--- src/rtl/alarm_pkg.sv ---
// Shared types and constants for the alarm unit: FSM state, BCD digit limits, one-hot digit selects.
// Latency: n/a (declarations only).
// Backpressure: n/a.
package alarm_pkg;

   typedef enum logic [1:0] {
      IDLE    = 2'd0,
      SET     = 2'd1,
      RINGING = 2'd2,
      SNOOZED = 2'd3
   } alarm_state_t;

   // Largest legal value of each BCD digit before it wraps to 0
   localparam logic [3:0] MIN_T_MAX   = 4'd5;
   localparam logic [3:0] HR_T_MAX    = 4'd2;
   localparam logic [3:0] HR_U_MAX_24 = 4'd3;   // hrU limit while hrT==2 (20..23)
   localparam logic [3:0] DIG_MAX     = 4'd9;

   // One-hot digit select, bit order {hrT,hrU,minT,minU}
   localparam logic [3:0] SEL_MIN_U = 4'b0001;
   localparam logic [3:0] SEL_MIN_T = 4'b0010;
   localparam logic [3:0] SEL_HR_U  = 4'b0100;
   localparam logic [3:0] SEL_HR_T  = 4'b1000;

   // Rotate the one-hot select one position left, hrT wraps back to minU
   function automatic logic [3:0] rotSel(input logic [3:0] s);
      return {s[2:0], s[3]};
   endfunction

endpackage

--- src/rtl/alarm_digit_reg.sv ---
// One BCD alarm digit: clears, or increments with wrap at a runtime-supplied maximum.
// Latency: new value visible the cycle after inc/clr.
// Backpressure: none; inc and clr are single-cycle strobes consumed immediately.
//
// Ports: clk, resetn (async active-low), inc (add one), clr (force 0, wins over inc),
//        maxVal (value after which the digit wraps to 0), q (stored digit).
module alarm_digit_reg (
   input  logic       clk,
   input  logic       resetn,
   input  logic       inc,
   input  logic       clr,
   input  logic [3:0] maxVal,
   output logic [3:0] q
);

   always_ff @(posedge clk or negedge resetn) begin
      if (!resetn) begin
         q <= '0;
      end else if (clr) begin
         q <= '0;
      end else if (inc) begin
         // >= rather than == so an out-of-range value still recovers to 0
         q <= (q >= maxVal) ? 4'd0 : q + 4'd1;
      end
   end

endmodule

--- src/rtl/alarm_unit.sv ---
// Alarm unit: user-settable HH:MM alarm compared against the running BCD time, rings at HH:MM:00.
// Latency: ringing rises 1 cycle after the time reaches HH:MM:00; stop/snooze act on the next cycle.
// Backpressure: none; all control inputs are single-cycle pulses or levels sampled every cycle.
//
// Ports: clk, resetn (async active-low), sec_tick (1 s pulse), secU/secT/minU/minT/hrU/hrT (current
//        time BCD), alarm_en (armed level), set_alarm (set-mode level), switch_select / increment
//        (digit edit pulses), stop / snooze (pulses); outputs almMinU/almMinT/almHrU/almHrT (stored
//        alarm), sel (one-hot digit being edited, 0 outside SET), ringing, buzzer.
// Build option: define ALARM_BEEP_EN for an intermittent buzzer (BEEP_HALF cycles on, BEEP_HALF off);
//        without it the buzzer follows ringing continuously.
module alarm_unit
   import alarm_pkg::*;
#(
   parameter int unsigned SNOOZE_MIN = 5,
   parameter int unsigned RING_SEC   = 60,
   parameter int unsigned BEEP_HALF  = 25_000_000
) (
   input  logic       clk,
   input  logic       resetn,
   input  logic       sec_tick,
   input  logic [3:0] secU,
   input  logic [3:0] secT,
   input  logic [3:0] minU,
   input  logic [3:0] minT,
   input  logic [3:0] hrU,
   input  logic [3:0] hrT,
   input  logic       alarm_en,
   input  logic       set_alarm,
   input  logic       switch_select,
   input  logic       increment,
   input  logic       stop,
   input  logic       snooze,
   output logic [3:0] almMinU,
   output logic [3:0] almMinT,
   output logic [3:0] almHrU,
   output logic [3:0] almHrT,
   output logic [3:0] sel,
   output logic       ringing,
   output logic       buzzer
);

   localparam logic [9:0] SnzLoad  = 10'(SNOOZE_MIN * 60);
   localparam logic [8:0] RingLast = 9'(RING_SEC);

   alarm_state_t state;
   alarm_state_t stateNxt;
   logic         match;
   logic         matchQ;
   logic         trigger;
   logic [7:0]   ringCnt;
   logic [9:0]   snzCnt;
   logic         ringTimeout;
   logic         incEn;
   logic         incMinU, incMinT, incHrU, incHrT;
   logic         clrHrU;
   logic [3:0]   hrUMax;

   // ---------------- time compare ----------------
   assign match = (almHrT == hrT) && (almHrU == hrU) && (almMinT == minT) && (almMinU == minU) &&
                  (secT == 4'd0) && (secU == 4'd0);
   // Rising edge only: holding HH:MM:00 for many cycles, or arriving there while already matched
   // (e.g. by editing the alarm onto the current time), never produces a second fire.
   assign trigger = match && !matchQ;

   assign ringTimeout = ({1'b0, ringCnt} + 9'd1) == RingLast;

   // ---------------- digit editing ----------------
   assign incEn   = (state == SET) && set_alarm && increment;
   assign incMinU = incEn && sel[0];
   assign incMinT = incEn && sel[1];
   assign incHrU  = incEn && sel[2];
   assign incHrT  = incEn && sel[3];
   assign hrUMax  = (almHrT == HR_T_MAX) ? HR_U_MAX_24 : DIG_MAX;
   // hrT stepping 1->2 would make 24..29 legal-looking; drop hrU to 0 in the same cycle
   assign clrHrU  = incHrT && (almHrT == HR_T_MAX - 4'd1) && (almHrU > HR_U_MAX_24);

   alarm_digit_reg uMinU (.clk(clk), .resetn(resetn), .inc(incMinU), .clr(1'b0),
                          .maxVal(DIG_MAX), .q(almMinU));
   alarm_digit_reg uMinT (.clk(clk), .resetn(resetn), .inc(incMinT), .clr(1'b0),
                          .maxVal(MIN_T_MAX), .q(almMinT));
   alarm_digit_reg uHrU  (.clk(clk), .resetn(resetn), .inc(incHrU), .clr(clrHrU),
                          .maxVal(hrUMax), .q(almHrU));
   alarm_digit_reg uHrT  (.clk(clk), .resetn(resetn), .inc(incHrT), .clr(1'b0),
                          .maxVal(HR_T_MAX), .q(almHrT));

   // ---------------- next state ----------------
   // Order of precedence: set_alarm, stop, alarm_en low, snooze, then tick/trigger.
   always_comb begin
      stateNxt = state;
      case (state)
         IDLE: begin
            if (set_alarm)                          stateNxt = SET;
            else if (!stop && alarm_en && trigger)  stateNxt = RINGING;
         end
         SET: begin
            if (!set_alarm)                         stateNxt = IDLE;
         end
         RINGING: begin
            if (set_alarm)                          stateNxt = SET;
            else if (stop || !alarm_en)             stateNxt = IDLE;
            else if (snooze)                        stateNxt = SNOOZED;
            else if (sec_tick && ringTimeout)       stateNxt = IDLE;
         end
         SNOOZED: begin
            if (set_alarm)                          stateNxt = SET;
            else if (stop || !alarm_en)             stateNxt = IDLE;
            else if (sec_tick && snzCnt <= 10'd1)   stateNxt = RINGING;
         end
         default:                                   stateNxt = IDLE;
      endcase
   end

   // ---------------- state, outputs, counters ----------------
   always_ff @(posedge clk or negedge resetn) begin
      if (!resetn) begin
         state   <= IDLE;
         matchQ  <= 1'b0;
         ringing <= 1'b0;
         sel     <= '0;
         ringCnt <= '0;
         snzCnt  <= '0;
      end else begin
         state   <= stateNxt;
         matchQ  <= match;
         ringing <= (stateNxt == RINGING);

         // Edit pulse and select pulse together: the digit logic already used the old sel
         if (stateNxt == SET) begin
            if (state != SET)          sel <= SEL_MIN_U;
            else if (switch_select)    sel <= rotSel(sel);
         end else begin
            sel <= '0;
         end

         if (stateNxt == RINGING && state != RINGING) begin
            ringCnt <= '0;
         end else if (state == RINGING && sec_tick && ringCnt != 8'hFF) begin
            ringCnt <= ringCnt + 8'd1;
         end

         if (stateNxt == SNOOZED && state != SNOOZED) begin
            snzCnt <= SnzLoad;
         end else if (state == SNOOZED && sec_tick && snzCnt != 10'd0) begin
            snzCnt <= snzCnt - 10'd1;
         end
      end
   end

   // ---------------- buzzer ----------------
`ifdef ALARM_BEEP_EN
   localparam logic [24:0] BeepLast = 25'(BEEP_HALF - 1);

   logic [24:0] beepCnt;
   logic        phase;

   // Tracks stateNxt so phase lines up with the registered ringing output
   always_ff @(posedge clk or negedge resetn) begin
      if (!resetn) begin
         beepCnt <= '0;
         phase   <= 1'b0;
      end else if (stateNxt == RINGING && state != RINGING) begin
         beepCnt <= '0;
         phase   <= 1'b1;
      end else if (stateNxt == RINGING) begin
         if (beepCnt == BeepLast) begin
            beepCnt <= '0;
            phase   <= ~phase;
         end else begin
            beepCnt <= beepCnt + 25'd1;
         end
      end else begin
         beepCnt <= '0;
         phase   <= 1'b0;
      end
   end

   assign buzzer = ringing & phase;
`else
   assign buzzer = ringing;
`endif

endmodule

--- config.mk ---
export PLATFORM = sky130hd
export DESIGN_NAME = alarm_unit
export DESIGN_NICKNAME = d
export VERILOG_FILES = /design/src/rtl/alarm_pkg.sv /design/src/rtl/alarm_digit_reg.sv /design/src/rtl/alarm_unit.sv
export SDC_FILE = /design/constraint.sdc
export NUM_CORES = 1
export LEC_CHECK = 0
export ABC_AREA = 1
export BUFFER_PORTS_ARGS = -buffer_cell sky130_fd_sc_hd__buf_2
export CAP_MARGIN = 20
export CORE_AREA = 2 2 93 95
export CTS_BUF_LIST = sky130_fd_sc_hd__clkbuf_16
export DETAILED_ROUTE_END_ITERATION = 12
export DIE_AREA = 0 0 95 97
export HOLD_SLACK_MARGIN = 0.03
export SYNTH_ARGS = -nofsm -noshare
export SYNTH_HDL_FRONTEND = slang
export SYNTH_SLANG_ARGS = --single-unit
--- constraint.sdc ---
create_clock -name clk -period 3.5 [get_ports clk]
set_clock_uncertainty 0.2 [all_clocks]
set_input_delay 0.35 -clock clk [delete_from_list [all_inputs] [get_ports clk]]
set_output_delay 0.35 -clock clk [all_outputs]
set_load 0.03 [all_outputs]
==> impl_metrics.json, run 1 <==
{
  "fmax_mhz": 423.4,
  "drtIter0Drc": 76,
  "status": "completed",
  "layout.nets": 486,
  "relSlewSlack_pct": 36.85,
  "p_sw_share_pct": 33.45,
  "core_mm2": 0.008134,
  "cts_resized": 0,
  "crit_path_top_delay_cell": "dfrtp_1",
  "cp_max_fo": 5,
  "cts_buffers": 5,
  "syn_area_mm2": 0.002778,
  "peakVddDrop_mv": 0.2973,
  "endpoint_kind": "flop",
  "finalSetupViolCount": 0,
  "hold_class": "input port to asynchronous set/reset pin",
  "area.growth.synth_to_final_pct": 18.83,
  "p_leak_nw": 1.779,
  "power_frac_comb_pct": 24.5,
  "whs_ns": 0.01392,
  "reg2reg_slack_ns": 1.14,
  "setup_ws_ns": 1.138,
  "cts-root-buf": "clkbuf_16",
  "yosysWarningCount": 0,
  "dr.pass1.iters": 4,
  "synth_fp_nets": 427,
  "drc": 0,
  "r2r_start": "uHrT.q[0]$_DFFE_PN0P_",
  "cts_hold_buf": 0,
  "initial_core_util_pct": 34.15,
  "tritoncts": "built",
  "num_vias": 2463,
  "internal-power_mw": 0.9039,
  "worst_path_most_repeated_cell": "inv_1",
  "critical_path_class": "flop to flop",
  "die_x_um": 95,
  "die_y_um": 97,
  "rsz0062_at_grt": "false",
  "arrival_ns": 2.36,
  "ys_types": 30,
  "p_per_area_mw_per_mm2": 411.5,
  "grt_usage_pct": 13.62,
  "post_drt_wl_per_cell_um": 10.81,
  "min_period_ns": 2.362,
  "n_antenna_cell": 0,
  "crit_family": "compound AO/OA/AOI/OAI gates",
  "fillers": 839,
  "async_reset_ff_share_pct": 100.0,
  "final_layout_size_suffix_gt1_share_pct": 16.48,
  "port_buffers": 54,
  "drt-total-wl_mm": 5.861,
  "die-area_mm2": 0.009215,
  "drv_cap": 0,
  "dp_hpwl_mm": 4.613,
  "path_cells": "inv_1 -> ha_1 -> inv_1 -> nor2_1 -> inv_1 -> ha_1 -> a211o_1 -> a211oi_1 -> nor2_1 -> nor3_1",
  "cts.clk_slew.worst_paths_ns": 0.06,
  "yosysSeqAreaShare_pct": 37.84,
  "tightest_slew_ns": 0.9473,
  "max_stage_delay_ns": 0.42,
  "dpl.cell_count": 534,
  "rows": 33,
  "slew_viol_final": 0,
  "switchingPower_mw": 0.4543,
  "finalCritPeriodShare_pct": 67.48,
  "fin_cells": 542,
  "r2r-end": "uHrU.q[3]$_DFFE_PN0P_",
  "vias_per_cell": 4.544,
  "start_kind": "flop",
  "p_seq_share_pct": 43.5,
  "grt_start_max_net_pins": 43,
  "synthCells": 377,
  "cts.sinks": 42,
  "cts_setup_buffers": 0,
  "grt_first_pass_wirelength_mm": 10.14,
  "synth_edf_count": 0,
  "place_ws_ns": 1.137,
  "ys_ff_latch": 42,
  "reg2regPathDepth": 10,
  "antenna_found_initial": 0,
  "avgSynthCellArea_um2": 7.368,
  "fin_tns_setup_ns": 0,
  "hold_violations": 0,
  "crit_buf_inv": 3,
  "clock_power_share_pct": 32.0,
  "io-pin-count": 55,
  "htree_levels": 2,
  "routabilityCongestion": 0.8443,
  "grt_pass1_vias": 2344,
  "cp_data_required_time_ns": 3.50,
  "antenna_left": 0,
  "overflow": 0,
  "synth_ff_type": "dfrtp_1",
  "clk_path_buf_depth": 2,
  "clock_latency_ns": 0.28
}
==> cells in the mapped netlist, types with 3 or more instances <==
cell     number  share of area [%]
nand2_2       3               0.68
nand2_4       3                1.2
ha_1         17                7.7
dfrtp_1      42                 38
nand4_1       9                2.0
nor3_1        8                1.4
nor2_1       58                7.8
a21oi_1      21                3.8
xnor2_1       6                1.9
inv_1        64                8.6
nand3_1      21                3.8
nand2_1      77                 10
o21ai_0      14                2.5
xor2_1       14                4.4
==> metrics by stage <==
stage	total power, mW	area (um2)	util [%]
3_5_place_dp	0.9371	3164	38.90
4_1_cts	1.380	3301	40.58
2_1_floorplan	0.8195	2778	-
3_3_place_gp	0.9298	3164	38.90
5_1_grt	1.447	3301	40.58
6_report	1.358	3301	40.58
==> power groups by stage <==
stage                     Clock (mW)  Sequential, mW  Combinational [mW]
after detailed placement           0           0.599               0.338
after CTS                      0.450           0.591               0.339
after global placement             0           0.598               0.332
after floorplan                    0           0.661               0.159
after global routing           0.471           0.598               0.377
final                          0.435           0.591               0.332
==> cells by family after synthesis <==
kind of cell / after synthesis / share of synthesized area [%]
DFF: 42 / 37.84
AOI/OAI and AO/OA: 44 / 8.829
xor gates and xnor gates: 20 / 6.306
buffers and inverters: 67 / 9.324
adders and majority gates: 17 / 7.658
and+or+nand+nor: 187 / 30.05
==> metal layers <==
layer | vias to the layer above | track usage [%] | routed length (um)
met5 | - | 0 | 0
met4 | 0 | 4.013 | 61
met3 | 4 | 2.804 | 171
met2 | 31 | 22.75 | 2817
met1 | 1123 | 17.59 | 2811
li1 | 1305 | - | -
==> worst max-delay path by stage <==
stage | end | cells past startpoint | from | slack (ns)
4_1_cts | uHrU.q[2]$_DFFE_PN0P_ | 10 | uHrT.q[0]$_DFFE_PN0P_ | 1.12
6_report | uHrU.q[3]$_DFFE_PN0P_ | 10 | uHrT.q[0]$_DFFE_PN0P_ | 1.14
3_5_place_dp | uHrU.q[2]$_DFFE_PN0P_ | 10 | uHrT.q[0]$_DFFE_PN0P_ | 1.14
3_3_place_gp | uHrU.q[3]$_DFFE_PN0P_ | 10 | uHrT.q[0]$_DFFE_PN0P_ | 1.20
2_1_floorplan | uHrU.q[3]$_DFFE_PN0P_ | 10 | uHrT.q[0]$_DFFE_PN0P_ | 1.16
5_1_grt | uHrU.q[2]$_DFFE_PN0P_ | 10 | uHrT.q[0]$_DFFE_PN0P_ | 0.89
==> placed cells by master (no fill, tap or decap), types with 3 or more instances in the layout <==
cell / count
nand2_1: 77
inv_1: 64
nor2_1: 58
buf_2: 54
dfrtp_1: 42
a21oi_1: 21
nand3_1: 21
ha_1: 17
xor2_1: 14
o21ai_0: 14
nand4_1: 9
nor3_1: 8
xnor2_1: 6
clkbuf_16: 5
clkinv_1: 4
nand2_2: 3
nand2_4: 3
==> layout make-up <==
class / instances / area [um2] / share of cell area [%]
clock inverter: 3 / 11.26 / 0.3412
sequential: 42 / 1051 / 31.84
clock buffer: 5 / 125.1 / 3.791
multi-input combinational: 268 / 1468 / 44.47
inverter: 65 / 244.0 / 7.392
tap: 105 / 131.4 / 3.980
timing repair buffer: 54 / 270.3 / 8.188
==> worst reg2reg max path, cell delays in order (launching register included) <==
cell,delay [ns]
dfrtp_1,0.42
inv_1,0.12
ha_1,0.17
inv_1,0.04
nor2_1,0.14
inv_1,0.06
ha_1,0.26
a211o_1,0.25
a211oi_1,0.37
nor2_1,0.11
nor3_1,0.14
==> registers in the layout (all words and copies together), names as in the netlist <==
signal / count
snzCnt: 10
ringCnt: 8
sel: 4
uHrT.q: 4
uHrU.q: 4
uMinT.q: 4
uMinU.q: 4
state: 2
buzzer: 1
matchQ: 1
(Power assumes the default switching activity.)
==> run 2: changes to the inputs <==
==> constraint.sdc (replaced) <==
create_clock -name clk -period 2.43 [get_ports clk]
set_clock_uncertainty 0.2 [all_clocks]
set_input_delay 0.243 -clock clk [delete_from_list [all_inputs] [get_ports clk]]
set_output_delay 0.243 -clock clk [all_outputs]
set_load 0.03 [all_outputs]
==> impl_metrics.json, run 2 (synthesis gave the netlist of run 1 again) <==
{
  "critical_path_class": "flop to flop",
  "hold_class": "input port to flop",
  "dpl.cell_count": 538,
  "reg_top3": "snzCnt: 10 flops, ringCnt: 8 flops",
  "overflow": 0,
  "dp_hpwl_mm": 4.603,
  "top_layer_used": "met4",
  "path_cells": "inv_1 -> ha_1 -> inv_1 -> nor2_1 -> inv_1 -> ha_1 -> a211o_1 -> a211oi_2 -> nor2_1 -> nor3_1",
  "finalSetupViolCount": 0,
  "dr_wl_met2_mm": 2.797,
  "place_ws_ns": 0.1329,
  "clk_path_buf_depth": 2,
  "port_buffers": 54,
  "start_kind": "flop",
  "peakVddDrop_mv": 0.4035,
  "grt_usage_pct": 13.92,
  "hold_violations": 0,
  "top_register": "snzCnt",
  "cts.sinks": 42,
  "wl_met3_um": 175,
  "final_util_pct": 41.04,
  "area.growth.synth_to_final_pct": 20.18,
  "post_drt_wl_per_cell_um": 10.95,
  "final_cell_mix": "nand2_1, inv_1, nor2_1",
  "drt-total-wl_mm": 5.969,
  "reg2regPathDepth": 10,
  "tightest_slew_ns": 0.5433,
  "vias_per_cell": 4.618,
  "arrival_ns": 2.19,
  "layout.nets": 491,
  "min_period_ns": 2.203,
  "setup_ws_ns": 0.2273,
  "cts_buffers": 5,
  "clock_latency_ns": 0.28,
  "final_layout_size_suffix_gt1_share_pct": 17.50,
  "p_per_area_mw_per_mm2": 586.7,
  "whs_path_depth": 2,
  "rsz0062_at_grt": "false",
  "fillers": 834,
  "worst_path_most_repeated_cell": "inv_1",
  "die_x_um": 95,
  "cp_data_required_time_ns": 2.42,
  "grt_start_max_net_pins": 43,
  "final_common_cell": "nand2_1",
  "power_mw": 1.959,
  "p_leak_nw": 1.801,
  "max_stage_delay_ns": 0.37,
  "routabilityCongestion": 0.8476,
  "fmax_mhz": 454.0,
  "rows": 33,
  "antenna_found_initial": 0,
  "initial_core_util_pct": 34.15,
  "fin_tns_setup_ns": 0,
  "drtIter0Drc": 109,
  "drv_cap": 0,
  "fin_cells": 545,
  "endpoint_kind": "flop",
  "status": "completed",
  "cp_max_fo": 4,
  "htree_levels": 2,
  "core_mm2": 0.008134,
  "dr.pass1.iters": 5,
  "cts-root-buf": "clkbuf_16",
  "relSlewSlack_pct": 63.78,
  "n_antenna_cell": 0,
  "tritoncts": "built",
  "grt_first_pass_wirelength_mm": 10.43,
  "largest_register_ffs": 10,
  "drc": 0,
  "die-area_mm2": 0.009215,
  "die_y_um": 97,
  "cts.clk_slew.worst_paths_ns": 0.05,
  "wl_met1_mm": 2.929,
  "num_vias": 2517,
  "slew_viol_final": 0,
  "crit_path_top_delay_cell": "dfrtp_1",
  "finalCritPeriodShare_pct": 90.65,
  "io-pin-count": 55,
  "antenna_left": 0,
  "grt_pass1_vias": 2437
}
## run 2: cell count changes in the layout (fill, tap and decap cells not counted), sizes merged
cell | before | now
clkinv | 4 | 2
dlygate4sd3 | 0 | 1
buf | 54 | 58
## run 2: path summary, 6_finish.rpt
kind                                       start                endpoint  slack (ns)
max in group asynchronous                 resetn  ringCnt[6]$_DFFE_PN0P_        1.29
max reg2reg                uHrT.q[0]$_DFFE_PN0P_   uHrU.q[2]$_DFFE_PN0P_        0.23
min                                switch_select      sel[3]$_DFFE_PN0P_        0.05
max                        uHrT.q[0]$_DFFE_PN0P_   uHrU.q[2]$_DFFE_PN0P_        0.23
min in group asynchronous                 resetn  uMinT.q[1]$_DFFE_PN0P_        0.36
min reg2reg                snzCnt[2]$_DFFE_PN0P_   snzCnt[2]$_DFFE_PN0P_        0.36
## run 2: worst max-delay path, delay by kind of cell, from the launching register on
family | cells | cell delay [ns]
compound gates | 2 | 0.53
buf+inv | 3 | 0.21
fa+ha+maj | 2 | 0.45
simple gates | 3 | 0.35
flops | 1 | 0.37
## run 2: report_power, final
part	switching, mW	total (mW)	internal, mW
sequential	0.0847	0.845	0.760
combinational	0.319	0.501	0.182
clock	0.248	0.613	0.365
## run 2: repair_timing
item,CTS,global route
setup buffers,0,0
endpoints found under the setup margin,0,4
hold buffers,1,0
hold endpoints to repair,42,0
resized for setup,0,1
## run 2: area by class of cell
type | count | area [um2] | share of cell area (%)
well taps | 105 | 131.4 | 3.936
repair buffers | 59 | 310.3 | 9.295
flip-flops and latches | 42 | 1051 | 31.48
clock buffers | 5 | 125.1 | 3.748
inverters | 65 | 244.0 | 7.309
multi-input cells | 268 | 1473 | 44.12
clock inverters | 1 | 3.754 | 0.1124
## run 2: metrics by stage
step,instance area (um2),hold WS [ns]
after floorplan,2778,-0.2526
after global placement,3194,0.1516
after detailed placement,3194,0.1597
after CTS,3333,0.03441
after global routing,3338,0.05636
final,3338,0.05379
## run 2: per-layer routing
layer,up-vias,track usage [%]
li1,1316,-
met1,1162,18.45
met2,35,22.97
met3,4,2.570
met4,0,4.013
met5,-,0
==> run 3: changes to the inputs <==
--- a/config.mk
+++ b/config.mk
@@ -6,7 +6,7 @@
 export NUM_CORES = 1
 export LEC_CHECK = 0
 export ABC_AREA = 1
-export BUFFER_PORTS_ARGS = -buffer_cell sky130_fd_sc_hd__buf_2
+export BUFFER_PORTS_ARGS = -buffer_cell sky130_fd_sc_hd__buf_4
 export CAP_MARGIN = 20
 export CORE_AREA = 2 2 93 95
 export CTS_BUF_LIST = sky130_fd_sc_hd__clkbuf_16
==> impl_metrics.json, run 3 (synthesis gave the netlist of run 1 again) <==
{
  "status": "completed",
  "top_register": "snzCnt",
  "cp_data_required_time_ns": 2.42,
  "port_buffers": 54,
  "peakVddDrop_mv": 0.5133,
  "grt_pass1_vias": 2448,
  "worstHoldEndpoint": "sel[2]$_DFFE_PN0P_",
  "fmax_mhz": 453.9,
  "reg2reg_slack_ns": 0.23,
  "drt-total-wl_mm": 6.050,
  "worst_path_most_repeated_cell": "inv_1",
  "cts_buffers": 5,
  "die-area_mm2": 0.009215,
  "start_kind": "flop",
  "reg_top3": "snzCnt: 10 flops, ringCnt: 8 flops",
  "overflow": 0,
  "grt_first_pass_wirelength_mm": 10.49,
  "area.growth.synth_to_final_pct": 25.81,
  "r2r_start": "uHrT.q[0]$_DFFE_PN0P_",
  "fin_cells": 548,
  "routabilityCongestion": 0.8360,
  "finalSetupViolCount": 0,
  "setup_ws_ns": 0.2269,
  "rsz0062_at_grt": "false",
  "endpoint_kind": "flop",
  "hold_class": "input port to flop",
  "initial_core_util_pct": 34.15,
  "antenna_left": 0,
  "dr.pass1.iters": 4,
  "final_layout_size_suffix_gt1_share_pct": 17.83,
  "power_mw": 2.024,
  "vias_per_cell": 4.551,
  "antenna_found_initial": 0,
  "worstHoldStart": "set_alarm",
  "largest_register_ffs": 10,
  "arrival_ns": 2.20,
  "cts-root-buf": "clkbuf_16",
  "cts_setup_buffers": 0,
  "drv_cap": 0,
  "min_period_ns": 2.203,
  "io-pin-count": 55,
  "path_cells": "inv_1 -> ha_1 -> inv_1 -> nor2_2 -> inv_1 -> ha_1 -> a211o_1 -> a211oi_2 -> nor2_1 -> nor3_1",
  "final_common_cell": "nand2_1",
  "finalCritPeriodShare_pct": 90.66,
  "placed_area_mm2": 0.003329,
  "grt_usage_pct": 14.20,
  "core_mm2": 0.008134,
  "dp_hpwl_mm": 4.673,
  "post_drt_wl_per_cell_um": 11.04,
  "slew_viol_final": 0,
  "fin_tns_setup_ns": 0,
  "tritoncts": "built",
  "max_stage_delay_ns": 0.37,
  "p_leak_nw": 1.852,
  "crit_family": "compound AO/OA/AOI/OAI gates",
  "grt_start_max_net_pins": 43,
  "whs_ns": 0.06303,
  "cts.sinks": 42,
  "relSlewSlack_pct": 63.63,
  "final_util_pct": 42.96,
  "n_antenna_cell": 0,
  "cp_max_fo": 4,
  "final_cell_mix": "nand2_1, inv_1, buf_4",
  "die_x_um": 95,
  "rows": 33,
  "hold_violations": 0,
  "clock_latency_ns": 0.28,
  "drc": 0,
  "critical_path_class": "flop to flop",
  "tightest_slew_ns": 0.5456,
  "crit_path_top_delay_cell": "dfrtp_1",
  "place_ws_ns": 0.08015,
  "crit_buf_inv": 3,
  "die_y_um": 97,
  "cts.clk_slew.worst_paths_ns": 0.06,
  "layout.nets": 492,
  "dpl.cell_count": 538,
  "clk_path_buf_depth": 2,
  "whs_path_depth": 3,
  "r2r-end": "uHrU.q[2]$_DFFE_PN0P_",
  "drtIter0Drc": 90,
  "num_vias": 2494,
  "htree_levels": 2,
  "stdcell_area_mm2": 0.003495,
  "p_per_area_mw_per_mm2": 579.3,
  "reg2regPathDepth": 10
}
==> run 3: layout make-up <==
| cell class | count | area (um2) |
|---|---|---|
| clock buffer | 5 | 125.1 |
| fill | 811 | 4639 |
| clock inverter | 3 | 12.51 |
| sequential | 42 | 1051 |
| timing repair buffer | 60 | 455.4 |
| tap | 105 | 131.4 |
| multi-input combinational | 268 | 1475 |
| inverter | 65 | 244.0 |
==> run 3: timing repair <==
| item | 4_1_cts | 5_1_grt |
|---|---|---|
| endpoints found under the setup margin | 0 | 4 |
| gates resized for setup | 0 | 2 |
| hold endpoints to repair | 43 | 0 |
| hold buffers | 2 | 0 |
==> run 3: where the power goes <==
group / switching, mW / internal (mW) / total [mW] / leakage, nW
clock network: 0.265 / 0.372 / 0.637 / 0.0724
logic: 0.316 / 0.225 / 0.541 / 1.26
registers: 0.0866 / 0.760 / 0.846 / 0.518
==> run 3: worst max path at each step <==
stage | startpoint | to | slack [ns] | depth (start not counted)
floorplan | uHrT.q[0]$_DFFE_PN0P_ | uHrU.q[3]$_DFFE_PN0P_ | 0.09 | 10
global placement | uHrT.q[0]$_DFFE_PN0P_ | uHrU.q[3]$_DFFE_PN0P_ | 0.17 | 10
detailed placement | uHrT.q[0]$_DFFE_PN0P_ | uHrU.q[2]$_DFFE_PN0P_ | 0.08 | 10
CTS | uHrT.q[0]$_DFFE_PN0P_ | uHrU.q[2]$_DFFE_PN0P_ | 0.06 | 10
global route | uHrT.q[0]$_DFFE_PN0P_ | uHrU.q[2]$_DFFE_PN0P_ | 0.03 | 10
finish | uHrT.q[0]$_DFFE_PN0P_ | uHrU.q[2]$_DFFE_PN0P_ | 0.23 | 10
==> run 3: tightest hold or removal path, stage by stage <==
cell,delay [ns]
buf_4,0.12
nand4_1,0.08
o21ai_0,0.07
==> run 3: routing by layer <==
metal / vias up / track usage [%] / share of wire, %
li1: 1319 / - / -
met1: 1122 / 18.33 / 49
met2: 47 / 23.19 / 46
met3: 6 / 3.505 / 3.7
met4: 0 / 4.459 / 1.3
met5: - / 0 / 0
